===== config.mk =====
export PLATFORM = sky130hd
export DESIGN_NAME = pmc_uart_tx
export DESIGN_NICKNAME = d
export VERILOG_FILES = /design/src/rtl/pmc_uart_tx.sv
export SDC_FILE = /design/constraint.sdc
export NUM_CORES = 1
export LEC_CHECK = 0
export BUFFER_PORTS_ARGS = -buffer_cell sky130_fd_sc_hd__buf_2
export CAP_MARGIN = 30
export CORE_AREA = 2 2 113 115
export DETAILED_ROUTE_END_ITERATION = 16
export DIE_AREA = 0 0 115 117
export PLACE_DENSITY = 0.89
export RECOVER_POWER = 25
export SLEW_MARGIN = 15
export SYNTH_ARGS = -nofsm -noshare
export SYNTH_HDL_FRONTEND = slang
export SYNTH_SLANG_ARGS = --single-unit

===== constraint.sdc =====
create_clock -name clk -period 9.8 [get_ports clk]
set_input_delay 0.49 -clock clk [delete_from_list [all_inputs] [get_ports clk]]
set_output_delay 0.49 -clock clk [all_outputs]
set_load 0.05 [all_outputs]

===== src/rtl/pmc_uart_tx.sv =====
// pmc_uart_tx: snapshots the PMC stall / arithmetic / memory-access counters
// and the Q8.8 CPI value on a dump request, then sends them as a fixed
// 16-byte frame (header, 14 payload bytes, XOR checksum) over an 8N1 UART
// transmit line. tx is always driven from a flop.
module pmc_uart_tx #(
    parameter int CLKS_PER_BIT = 434
) (
    input  logic        clk,
    input  logic        reset,
    input  logic        dump_req,
    input  logic [31:0] stall_count_in,
    input  logic [31:0] arith_count_in,
    input  logic [31:0] mem_access_count_in,
    input  logic [15:0] cpi_q78_in,
    output logic        tx,
    output logic        busy,
    output logic        done
);

    localparam logic [1:0] ST_IDLE  = 2'd0;
    localparam logic [1:0] ST_START = 2'd1;
    localparam logic [1:0] ST_DATA  = 2'd2;
    localparam logic [1:0] ST_STOP  = 2'd3;

    localparam int              CW        = (CLKS_PER_BIT > 1) ? $clog2(CLKS_PER_BIT) : 1;
    localparam logic [CW-1:0]   BAUD_LAST = CW'(CLKS_PER_BIT - 1);
    localparam logic [7:0]      HEADER    = 8'hA5;
    localparam logic [3:0]      LAST_BYTE = 4'd15;

    logic [1:0]    state_reg;
    logic [CW-1:0] baud_cnt_reg;
    logic [2:0]    bit_idx_reg;
    logic [3:0]    byte_idx_reg;
    logic [7:0]    shift_reg;
    logic [7:0]    checksum_reg;
    logic [31:0]   snap_stall_reg;
    logic [31:0]   snap_arith_reg;
    logic [31:0]   snap_mem_reg;
    logic [15:0]   snap_cpi_reg;
    logic          tx_reg;
    logic          busy_reg;
    logic          done_reg;

    // Frame byte table built from the snapshot; byte 15 is the running
    // checksum, which is complete by the time byte 15 is loaded.
    logic [7:0] frame_bytes [16];
    logic [7:0] byte_cur;
    logic       is_payload;
    logic       baud_done;

    assign frame_bytes[0]  = HEADER;
    assign frame_bytes[15] = checksum_reg;

    generate
        for (genvar gi = 0; gi < 4; gi++) begin : g_counters
            assign frame_bytes[1 + gi] = snap_stall_reg[8*gi +: 8];
            assign frame_bytes[5 + gi] = snap_arith_reg[8*gi +: 8];
            assign frame_bytes[9 + gi] = snap_mem_reg[8*gi +: 8];
        end
        for (genvar gi = 0; gi < 2; gi++) begin : g_cpi
            assign frame_bytes[13 + gi] = snap_cpi_reg[8*gi +: 8];
        end
    endgenerate

    assign byte_cur   = frame_bytes[byte_idx_reg];
    assign is_payload = (byte_idx_reg != 4'd0) && (byte_idx_reg != LAST_BYTE);
    assign baud_done  = (baud_cnt_reg == BAUD_LAST);

    // Byte/bit sequencer: every bit holds for CLKS_PER_BIT cycles, bytes run back to back.
    always_ff @(posedge clk or posedge reset) begin
        if (reset) begin
            state_reg      <= ST_IDLE;
            baud_cnt_reg   <= '0;
            bit_idx_reg    <= '0;
            byte_idx_reg   <= '0;
            shift_reg      <= '0;
            checksum_reg   <= '0;
            snap_stall_reg <= '0;
            snap_arith_reg <= '0;
            snap_mem_reg   <= '0;
            snap_cpi_reg   <= '0;
            tx_reg         <= 1'b1;
            busy_reg       <= 1'b0;
            done_reg       <= 1'b0;
        end else begin
            done_reg <= 1'b0;
            case (state_reg)
                ST_IDLE: begin
                    if (dump_req) begin
                        snap_stall_reg <= stall_count_in;
                        snap_arith_reg <= arith_count_in;
                        snap_mem_reg   <= mem_access_count_in;
                        snap_cpi_reg   <= cpi_q78_in;
                        state_reg      <= ST_START;
                        baud_cnt_reg   <= '0;
                        bit_idx_reg    <= '0;
                        byte_idx_reg   <= '0;
                        checksum_reg   <= '0;
                        tx_reg         <= 1'b0;
                        busy_reg       <= 1'b1;
                    end
                end
                ST_START: begin
                    if (baud_done) begin
                        // Load the byte: bit 0 goes straight to tx, the rest wait in the shifter.
                        baud_cnt_reg <= '0;
                        bit_idx_reg  <= '0;
                        state_reg    <= ST_DATA;
                        tx_reg       <= byte_cur[0];
                        shift_reg    <= {1'b0, byte_cur[7:1]};
                        if (is_payload) begin
                            checksum_reg <= checksum_reg ^ byte_cur;
                        end
                    end else begin
                        baud_cnt_reg <= baud_cnt_reg + CW'(1);
                    end
                end
                ST_DATA: begin
                    if (baud_done) begin
                        baud_cnt_reg <= '0;
                        if (bit_idx_reg == 3'd7) begin
                            state_reg <= ST_STOP;
                            tx_reg    <= 1'b1;
                        end else begin
                            bit_idx_reg <= bit_idx_reg + 3'd1;
                            tx_reg      <= shift_reg[0];
                            shift_reg   <= {1'b0, shift_reg[7:1]};
                        end
                    end else begin
                        baud_cnt_reg <= baud_cnt_reg + CW'(1);
                    end
                end
                default: begin // ST_STOP
                    if (baud_done) begin
                        baud_cnt_reg <= '0;
                        if (byte_idx_reg == LAST_BYTE) begin
                            state_reg <= ST_IDLE;
                            busy_reg  <= 1'b0;
                            done_reg  <= 1'b1;
                        end else begin
                            byte_idx_reg <= byte_idx_reg + 4'd1;
                            state_reg    <= ST_START;
                            tx_reg       <= 1'b0;
                        end
                    end else begin
                        baud_cnt_reg <= baud_cnt_reg + CW'(1);
                    end
                end
            endcase
        end
    end

    assign tx   = tx_reg;
    assign busy = busy_reg;
    assign done = done_reg;

endmodule


==> impl_metrics.tcl <==
set metrics [dict create \
    clock-root-buffer "clkbuf_16" \
    dieArea_um2 13460 \
    synthArstFlopShare_pct 100.0 \
    power_density_nw_per_um2 155.4 \
    synth_edf_count 0 \
    slowest_delay_ns 1.72 \
    finalCriticalPeriod_ns 3.719 \
    status "complete, but fails checks" \
    synth.area.top_cells "dfrtp_1 51%, mux2_2 19%, mux4_2 5.3%" \
    syn_inst 561 \
    p_leak_nw 4.341 \
    ir_worst_vdd_v 0.0001164 \
    clock_skew_ns 0.009549 \
    cp_num_buf_inv 3 \
    instances_no_fill 831 \
    wl_met2_mm 8.952 \
    place.gp.congestion 0.8387 \
    detail-route-antenna-nets 0 \
    tightest_slew_ns 3.089 \
    ctsHoldBuffers 0 \
    num_rows 41 \
    hold_viol_final 0 \
    numPortBuffers 117 \
    wl_met1_mm 6.653 \
    syn_area_per_cell_um2 12.85 \
    synth.largest_area_cell "dfrtp_1" \
    clk_latency_ns 0.43 \
    fin_nets 793 \
    clock-sinks 148 \
    grt_max_degree 79 \
    route.detailed.drc 0 \
    dr.pass1.iters 7 \
    worstHoldEndpoint "snap_arith_reg[11]$_DFFE_PP0P_" \
    crit_fanout 71 \
    top_layer "met4" \
    placed_area_um2 7863 \
    reg2reg_slack_ns 6.53 \
    path_clk_slew_ns 0.06 \
    end_kind "asynchronous set/reset pin" \
    synth_flop_cell "dfrtp_1" \
    vias_per_cell 6.207 \
    dr_wl_met3_mm 1.167 \
    cts.path.max_buffers 2 \
    gr-total-overflow 0 \
    synth_fp_nets 687 \
    cts_buffers 17 \
    hold_path.class "in2reg" \
    vias 5158 \
    yosys_warnings 0 \
    ys_seq_elements 148 \
    timing.rr.start "state_reg[0]$_DFFE_PP0P_" \
    grt_pass1_wl_mm 28.06 \
    whs_path_depth 2 \
    dpl.cell_count 797 \
    drive_gt1_share_pct 45.00 \
    grt_pass1_vias 5464 \
    relSlewSlack_pct -107.0 \
    arrival_ns 3.86 \
    max_clock_freq_mhz 268.9 \
    rr_worst_depth 7 \
    worstSetupPathType "in2async" \
    violations "max-capacitance violations, max-slew violations" \
    cts_tree "done" \
    critPathRequiredTime_ns 9.95 \
    worstHoldStart "arith_count_in[11]" \
    cts-resized-gates 0 \
    synth_top_area_share_pct 51.03 \
    reg2reg_to "checksum_reg[7]$_DFFE_PP0P_" \
    postRouteWirelength_mm 17.55 \
    final_area_um2 8492 \
    pin_count 118 \
    drtIter0Drc 378 \
    setup_viol 0 \
    wire_per_inst_um 21.12 \
    die_w_um 115 \
    hold_ws_ns 0.2924 \
    crit_family "buffers and inverters" \
    antenna_found_initial 1 \
    netlist_area_um2 7208 \
    rsz0062_at_grt "no" \
    fin_crit_sh_pct 37.95 \
    setup_tns_ns 0 \
    areaGrowthSynthToFinish_pct 17.81 \
    max-cap-violations 2 \
    ys_types 57 \
    core_um2 12310 \
    grt_use_total_pct 27.55 \
    htree_levels 4 \
    slew_violations 110 \
    path_cells "buf_2 > clkinvlp_2 > clkbuf_1" \
    cp_slowest_cell "clkinvlp_2" \
    post_cts_buffers 0 \
    dp_hpwl_mm 11.44 \
    seq_area_frac_synth_pct 51.40 \
    die_y_um 117 \
    start_util_pct 58.55 \
    startpoint_type "primary input" \
]
-- power by group --
| group | switching (W) | internal (W) |
|---|---|---|
| logic | 0.0000193 | 0.0000172 |
| clock network | 0.000244 | 0.000427 |
| registers | 0 | 0.000611 |
| total | 0.000264 | 0.00106 |
-- cell usage in the layout (no fill, tap or decap), types with 3 or more instances in the layout --
master / instances
clkbuf_8: 4
mux2_2: 124
a31oi_1: 6
o21ai_0: 27
dfrtp_1: 146
bufinv_16: 3
and3_1: 4
o22ai_1: 9
nor2b_1: 5
and2_1: 3
nand4_1: 4
clkbuf_16: 17
buf_2: 117
nor2_1: 19
clkinv_2: 3
nand2_1: 30
a221oi_1: 3
clkbuf_1: 4
nor3b_1: 5
a21oi_1: 17
nand2b_1: 3
mux2i_1: 11
a31o_2: 3
o31ai_1: 5
nor3_1: 6
inv_1: 14
a211o_1: 3
mux4_1: 3
nand3_1: 8
buf_4: 3
mux4_2: 17
ha_1: 11
-- layer usage --
| layer | vias to the layer above | GRT usage (%) |
|---|---|---|
| met4 | 0 | 14.78 |
| met1 | 2564 | 32.56 |
| met2 | 244 | 46.75 |
| met3 | 70 | 6.952 |
| met5 | - | 0 |
| li1 | 2280 | - |
-- layout make-up --
type                    count  area [um^2]
inverters                  16        61.31
flip-flops and latches    148         3706
fillers                   832         3820
well taps                 150        187.7
diodes                      1        2.502
clock inverters             8        122.6
clock buffers              24        491.7
multi-input cells         362         3288
repair buffers            122        631.9
-- synthesized netlist by cell type (4+ instances only) --
master    number
dfrtp_1      147
mux4_2        17
nand3_1        8
and3_1         4
nand4_1        4
o21ai_0       27
o22ai_1        9
nor2_1        19
o31ai_1        5
clkbuf_1      21
buf_2          7
nor3b_1        5
mux2i_1       11
nor2b_1        5
ha_1          11
a21oi_1       17
nand2_1       31
mux2_2       124
buf_1          4
a31oi_1        6
inv_1         15
nor3_1         6
-- how the worst max path moves through the flow --
| stage | end | cells past startpoint | from |
|---|---|---|---|
| global route | snap_arith_reg[9]$_DFFE_PP0P_ | 3 | reset |
| floorplan | baud_cnt_reg[0]$_DFFE_PP0P_ | 1 | reset |
| global placement | checksum_reg[7]$_DFFE_PP0P_ | 7 | state_reg[0]$_DFFE_PP0P_ |
| detailed placement | checksum_reg[6]$_DFFE_PP0P_ | 7 | state_reg[0]$_DFFE_PP0P_ |
| CTS | checksum_reg[7]$_DFFE_PP0P_ | 7 | state_reg[0]$_DFFE_PP0P_ |
| finish | snap_arith_reg[9]$_DFFE_PP0P_ | 3 | reset |
-- cell families (layout without fill, tap and decap cells) --
kind of cell             after synthesis  count (layout)  synth area share (%)
AO/OA/AOI/OAI                         94              94                 8.453
XOR/XNOR                               3               3                0.3646
adder cells (fa/ha/maj)               11              11                 1.909
buffers and inverters                 51             170                 3.090
flip-flops                           148             148                 51.40
multiplexers                         155             155                 27.30
other                                  0               1                     0
AND/OR/NAND/NOR                       99              99                 7.481
-- metrics by stage --
step,util [%],setup WS (ns),power [W]
final,68.97,6.081,0.001319
after global routing,68.97,5.171,0.001359
after CTS,68.85,6.566,0.001326
after detailed placement,63.86,6.639,0.0006589
after global placement,63.86,6.813,0.0006569
after floorplan,-,5.332,0.0006318
No activity file was read; power rests on OpenSTA's default activity.
